===== config.mk =====
export PLATFORM = sky130hd
export DESIGN_NAME = data_sram_bridge
export DESIGN_NICKNAME = d
export VERILOG_FILES = /design/src/rtl/data_sram_bridge_pkg.sv /design/src/rtl/data_sram_bridge.sv
export SDC_FILE = /design/constraint.sdc
export NUM_CORES = 1
export LEC_CHECK = 0
export CORE_ASPECT_RATIO = 0.9
export CORE_UTILIZATION = 40
export CTS_BUF_LIST = sky130_fd_sc_hd__clkbuf_2
export CTS_CLUSTER_SIZE = 14
export DETAILED_ROUTE_END_ITERATION = 6
export GPL_ROUTABILITY_DRIVEN = 0
export PLACE_DENSITY = 0.89
export REMOVE_ABC_BUFFERS = 1
export SLEW_MARGIN = 5
export SYNTH_ARGS = -nofsm -noshare
export SYNTH_HDL_FRONTEND = slang
export SYNTH_SLANG_ARGS = --single-unit
export TNS_END_PERCENT = 10

===== constraint.sdc =====
create_clock -name clk -period 1.95 [get_ports clk]
set_clock_uncertainty 0.15 [all_clocks]
set_input_delay 0.39 -clock clk [delete_from_list [all_inputs] [get_ports clk]]
set_output_delay 0.39 -clock clk [all_outputs]
set_load 0.02 [all_outputs]

===== src/rtl/data_sram_bridge_pkg.sv =====
// Shared definitions for the SRAM-style split-transaction bridges (data side now, instruction side later).
// Holds the FSM state encoding and the bus size codes.
package data_sram_bridge_pkg;

    typedef enum logic [1:0] {
        ST_IDLE      = 2'd0,
        ST_WAIT_ADDR = 2'd1,
        ST_WAIT_DATA = 2'd2,
        ST_DONE      = 2'd3
    } state_t;

    localparam logic [1:0] SIZE_B = 2'd0;
    localparam logic [1:0] SIZE_H = 2'd1;
    localparam logic [1:0] SIZE_W = 2'd2;

endpackage


===== src/rtl/data_sram_bridge.sv =====
// MEM-stage load/store port to req/addr_ok/data_ok bus bridge.
// Stalls the pipeline until the access completes and holds load data while the pipe is frozen.
module data_sram_bridge
    import data_sram_bridge_pkg::*;
#(
    parameter int ADDR_W = 32,
    parameter int DATA_W = 32,
    localparam int STRB_W = DATA_W / 8
) (
    input  logic              clk,
    input  logic              rst,
    input  logic              mem_en,
    input  logic              mem_we,
    input  logic [STRB_W-1:0] mem_sel,
    input  logic [1:0]        mem_size,
    input  logic [ADDR_W-1:0] mem_addr,
    input  logic [DATA_W-1:0] mem_wdata,
    input  logic              mem_except,
    input  logic              pipe_stall,
    output logic [DATA_W-1:0] mem_rdata,
    output logic              stallreq_from_mem,
    output logic              data_req,
    output logic              data_wr,
    output logic [1:0]        data_size,
    output logic [ADDR_W-1:0] data_addr,
    output logic [DATA_W-1:0] data_wdata,
    output logic [STRB_W-1:0] data_wstrb,
    input  logic              data_addr_ok,
    input  logic              data_data_ok,
    input  logic [DATA_W-1:0] data_rdata
);

    state_t              r_state;
    logic                r_we;
    logic [STRB_W-1:0]   r_sel;
    logic [1:0]          r_size;
    logic [ADDR_W-1:0]   r_addr;
    logic [DATA_W-1:0]   r_wdata;
    logic [DATA_W-1:0]   r_rdata;

    logic                w_start;
    logic                w_idle;
    logic                w_req;
    logic                w_we;
    logic [STRB_W-1:0]   w_sel;

    assign w_start = mem_en & ~mem_except;
    assign w_idle  = (r_state == ST_IDLE);

    // In IDLE the request is presented straight from the MEM stage; afterwards from the saved copy.
    assign w_req = (w_idle & w_start) | (r_state == ST_WAIT_ADDR);
    assign w_we  = w_idle ? mem_we  : r_we;
    assign w_sel = w_idle ? mem_sel : r_sel;

    assign data_req   = w_req;
    assign data_wr    = w_req & w_we;
    assign data_size  = w_idle ? mem_size  : r_size;
    assign data_addr  = w_idle ? mem_addr  : r_addr;
    assign data_wdata = w_idle ? mem_wdata : r_wdata;
    assign data_wstrb = (w_req & w_we) ? w_sel : '0;

    assign stallreq_from_mem = (w_idle & w_start)
                             | (r_state == ST_WAIT_ADDR)
                             | (r_state == ST_WAIT_DATA);
    assign mem_rdata = r_rdata;

    always_ff @(posedge clk) begin
        if (rst) begin
            r_state <= ST_IDLE;
            r_we    <= 1'b0;
            r_sel   <= '0;
            r_size  <= '0;
            r_addr  <= '0;
            r_wdata <= '0;
            r_rdata <= '0;
        end else begin
            case (r_state)
                ST_IDLE: begin
                    if (w_start) begin
                        r_we    <= mem_we;
                        r_sel   <= mem_sel;
                        r_size  <= mem_size;
                        r_addr  <= mem_addr;
                        r_wdata <= mem_wdata;
                        if (data_addr_ok) begin
                            // A slave may accept and answer in the same cycle.
                            if (data_data_ok) begin
                                if (!mem_we) r_rdata <= data_rdata;
                                r_state <= ST_DONE;
                            end else begin
                                r_state <= ST_WAIT_DATA;
                            end
                        end else begin
                            r_state <= ST_WAIT_ADDR;
                        end
                    end
                end
                ST_WAIT_ADDR: begin
                    if (data_addr_ok) r_state <= ST_WAIT_DATA;
                end
                ST_WAIT_DATA: begin
                    if (data_data_ok) begin
                        if (!r_we) r_rdata <= data_rdata;
                        r_state <= ST_DONE;
                    end
                end
                ST_DONE: begin
                    // Same instruction stays in MEM while frozen: never re-issue it.
                    if (!pipe_stall) r_state <= ST_IDLE;
                end
                default: r_state <= ST_IDLE;
            endcase
        end
    end

endmodule


# After elaboration in Yosys (flattened, before gate mapping)

Index checks and enable logic that the tools add are counted.

Shift operators: 0
$add $sub $neg: 0
Magnitude comparators: 0
Multiply operators: 0
Equal/unequal tests: 11
Reduce and logical (&&, ||, !) cells: 5
Divide/modulo/power cells: 0
Multiplexer cells: 20
Bitwise operators: 6

Operators with widths:

| kind                                           | count |
|---|---|
| two-way mux 32 bit                             | 8 |
| one-hot mux 32 bit (2 select lines)            | 1 |
| inequality test 2 bit (second input constant)  | 8 |
| two-way mux 2 bit                              | 6 |
| two-way mux 4 bit                              | 2 |
| one-hot mux 2 bit (4 select lines)             | 1 |
| AND reduction 7 bit                            | 1 |
| == test 2 bit (second input constant)          | 2 |
| AND reduction 4 bit                            | 1 |
| bitwise AND 1 bit                              | 3 |
| == test 2 x 1 -> 1 bit (second input constant) | 1 |
| logical NOT 2 bit                              | 1 |
| two-way mux 1 bit                              | 2 |
| OR 1 bit                                       | 2 |
| AND reduction 2 bit                            | 1 |
| nonzero test 2 bit                             | 1 |
| NOT 1 bit                                      | 1 |

Bits in registers: 105
RAM bits: 0
Memory bits (read-only): 0
Input bits: 110
Output and inout bits: 105
Memories kept: 0
Bits in latches: 0

# Longest topological paths before layout

Word-level depth: 6
Depth in mapped cells: 8
Depth with buffers taken out: 6

# Worst setup path after synthesis

Ideal clock, no wire load.

Path kind: flip-flop to output port
Start: register r_state[0]
End: output port data_wstrb[3]
Cell stages (with the launch flop): 8
Arrival time: 1.655 ns
Path slack: -0.245 ns
Cell sequence: dfxtp_1 inv_1 ha_1 buf_4 buf_2 buf_2 nand3b_1 a21oi_1

Word-level cells in the longest chain between the ends: 5
Elaborated cells on any way between the ends: 8
Classes of those cells: eq/ne (1); mux (3); bitwise (3); reduce/logical (1)

RTL lines:

| item                     | RTL line               | source |
|---|---|---|
| start: declaration       | data_sram_bridge.sv:33 | `state_t r_state;` |
| start signal: assignment | data_sram_bridge.sv:69 | `r_state <= ST_IDLE;` |
| start signal: assignment | data_sram_bridge.sv:89 | `r_state <= ST_DONE;` |
| start signal: assignment | data_sram_bridge.sv:91 | `r_state <= ST_WAIT_DATA;` |
| logical NOT 2 bit        | data_sram_bridge.sv:48 | `assign w_idle = (r_state == ST_IDLE);` |
| bitwise AND 1 bit        | data_sram_bridge.sv:51 | `assign w_req = (w_idle & w_start) \| (r_state == ST_WAIT_ADDR);` |
| OR 1 bit                 | data_sram_bridge.sv:51 |  |
| bitwise AND 1 bit        | data_sram_bridge.sv:60 | `assign data_wstrb = (w_req & w_we) ? w_sel : '0;` |
| two-way mux 4 bit (*)    | data_sram_bridge.sv:60 |  |
| end: declaration         | data_sram_bridge.sv:27 | `output logic [STRB_W-1:0] data_wstrb,` |

Every way passes the cells marked *; elsewhere a longest branch is shown, timed or not.

# Final worst setup path

Start: register r_state[0]
End: output port data_addr[14]

Word-level cells in the longest chain between the ends: 2

RTL lines:

| item               | RTL line               | source |
|---|---|---|
| logical NOT 2 bit  | data_sram_bridge.sv:48 |  |
| two-way mux 32 bit | data_sram_bridge.sv:58 | `assign data_addr = w_idle ? mem_addr : r_addr;` |
| end: declaration   | data_sram_bridge.sv:25 | `output logic [ADDR_W-1:0] data_addr,` |

Every way passes these cells.

==> metrics.txt <==
worst voltage drop across the vdd grid=0.747 mV; 1st-iter DRT viols=306; maximum fanout along the worst path=9; later-pin clock latency in the skew report=0.56 ns; total count of max-transition violations in the final report=0; headroom to the max-slew limit=71.8%; unrepaired setup endpoints after global routing=yes; worst slack after detailed placement=-0.575 ns; Diodes inserted=0; final hold slack=0.0953 ns; DRC violation count after routing=0; Final period util=129%; worst path bufs/invs=4; grt ovf=0; FF+latch count, synth=105; largest area contributor in the netlist=dfxtp_1; power density over cell area=1440 nW/um^2; worst reg-to-reg setup slack=-0.16 ns; largest net degree at the start of global routing=82; Register-to-Register Path Depth=10; Top delay family on crit path=buffers and inverters; library cell used as clock root buffer=clkbuf_2; critical path endpoint category=output port; share of synthesized flip-flops with an asynchronous set or reset=0%; detailed-route vias per instance=4.90; max-capacitance violation count=0; CP cell instances=inv_2 > ha_4 > buf_6 > buf_12 > mux2_2 > buf_2; cell with the largest stage delay on the worst path=dfxtp_2; share of cells above drive strength 1=27.1%; area share of the leading cell type in the synthesized netlist=41.9%; row count=38; Worst-Margin Slew=0.423 ns; Die Span Y=108 microns; first-pass GRT wire length=20800 microns; post-route minimum period=2.52 ns; Final Worst Setup Slack=-0.565 ns; reported leakage power=0.00318 uW; type of the most critical hold path=primary input to flip-flop; average size of a mapped cell=8.82 sq um; top cells by area, synth=dfxtp_1, mux2_2, nand2_1; sinks on the clock net=105; Hold Path End=r_addr[18]; Util after Layout=63.7%; count of final setup violators=107; startpoint kind of the worst setup timing path=flip-flop; number of enable-type register cells in the synthesized netlist=0; clock-pin slew on the worst setup and hold paths=0.28 ns; htree depth=3; post-layout instance area=7720 sq um; Max stage delay on crit path=0.38 ns; Seq/Total Area, Yosys=41.9%; Die X-Extent=120 microns; top library cells by usage in the layout, fill and taps aside=nand2_1, clkdlybuf4s50_1, dfxtp_1; launching point of the worst reg2reg path=r_state[0]; initial antenna violation count=0; final hold violations=0; kind of critical path=flip-flop to output port; Ports=215; sum of routed wire length over all layers=13900 microns; Detailed Routing Iterations Pass 1=5; Routed WL per cell=14.5 microns; TritonCTS clock tree=done; most frequent standard cell in the layout excluding fill and tap cells=nand2_1; initial cell density of the core=41.4%; number of instances in the synthesized netlist=569; total CTS buffers=9; commonest register cell after synthesis=dfxtp_1; fin nets=909; Critical Path AT=1.98 ns; Required @ worst endpoint=1.41 ns; violated checks=negative setup slack; number of global-route vias before repair=4332; Floorplan Core Area=12100 sq um; critical path depth=6; Synth cell types=27; Via Count=4693; Final HPWL DP=9470 microns; Layout fillers=1000; Total Die Area=13000 sq um; number of nets with antenna violations after detailed routing=0; status=complete, but fails checks; number of warnings issued by yosys=0; aggregate global-route resource usage=20.1%; startpoint of the tightest hold check path=rst; highest achievable clock rate=398 MHz; Max Root-Sink Buffers=2; WHS Path Cells=3; post-synthesis cell area=5020 sq um; relative area change from synthesis to final layout=53.8%; DP Area=7480 sq um; port buffer count=214; terminus of the critical flop-to-flop path=mem_rdata[19]
==> final cells by class <==
| type | instances | area, sq um | area share (%) |
|---|---|---|---|
| Multi-Input combinational cell | 417 | 2790 | 36.1 |
| Sequential cell | 105 | 2100 | 27.3 |
| Tap cell | 160 | 200 | 2.59 |
| Clock buffer | 11 | 55.1 | 0.713 |
| Clock inverter | 5 | 80.1 | 1.04 |
| Timing Repair Buffer | 256 | 2480 | 32.1 |
| Inverter | 4 | 15.0 | 0.195 |
==> stage by stage <==
stage               TNS (ns)  total power, uW  std cells
global placement      -38.75             9370        929
global route          -53.32            11700        958
finish                -39.75            11100        958
floorplan            -201.49             5760        526
detailed placement    -44.07             9430        929
CTS                   -45.99            10400        954
==> routing by layer <==
| layer | global-route usage, % | wire length (microns) | up-vias | part of all wire (%) |
|---|---|---|---|---|
| li1 | - | - | 2328 | - |
| met1 | 23.2 | 5820 | 2200 | 42 |
| met2 | 36.0 | 7000 | 151 | 50 |
| met3 | 5.70 | 933 | 14 | 6.7 |
| met4 | 5.71 | 163 | 0 | 1.2 |
| met5 | 0 | 0 | - | 0 |
==> synth_stat cells (2+ instances only) <==
| cell type | count |
|---|---|
| nor2_1 | 4 |
| a21oi_1 | 78 |
| clkbuf_1 | 13 |
| dfxtp_1 | 105 |
| buf_6 | 4 |
| inv_1 | 4 |
| nand2b_1 | 65 |
| nand3b_1 | 5 |
| nand3_1 | 4 |
| ha_1 | 6 |
| mux2i_1 | 34 |
| mux2_2 | 66 |
| buf_2 | 24 |
| buf_4 | 2 |
| nand2_1 | 143 |
==> how the worst max path moves through the flow <==
stage,startpoint,endpoint,slack (ns)
finish,r_state[0],data_addr[14],-0.57
floorplan,r_state[0],mem_rdata[0],-1.76
detailed placement,mem_en,data_wstrb[1],-0.57
CTS,r_state[1],data_addr[21],-0.64
global placement,mem_en,data_wstrb[1],-0.56
global route,r_state[0],data_wdata[2],-0.70
==> power breakdown <==
part           internal [uW]  leakage, uW  switching [uW]  total (uW)
logic                   3800      0.00224            3490        7280
clock network            432    0.0000798             710        1140
registers               2520     0.000856             189        2710
==> worst register-to-register path, delay by kind of cell, from the launching register on <==
family / cells / cell delay [ns]
buf+inv: 6 / 0.75
flops: 1 / 0.39
mux: 1 / 0.24
simple gates: 1 / 0.23
fa+ha+maj: 1 / 0.18
compound gates: 1 / 0.11
==> sequential cells by signal, summed over array words and instances (netlist names) <==
| register | flops |
|---|---|
| r_state | 2 |
| r_sel | 4 |
| r_wdata | 32 |
| r_we | 1 |
| r_addr | 32 |
| r_size | 2 |
| mem_rdata | 32 |
==> cell families after synthesis <==
family / synth area share [%]
muxes: 21.6
adders and majority gates: 1.50
and+or+nand+nor: 21.4
DFF: 41.9
buffers and inverters: 4.86
AOI/OAI and AO/OA: 8.73
==> timing repair <==
item / in CTS / in global routing
gates resized for setup: 359 / 90
setup buffers: 7 / 1
pin swaps: 6 / 2
hold buffers: 0 / 0
setup endpoints to repair: 180 / 177
gates cloned: 2 / 4
Note: power is estimated with default switching activity, not from simulation.
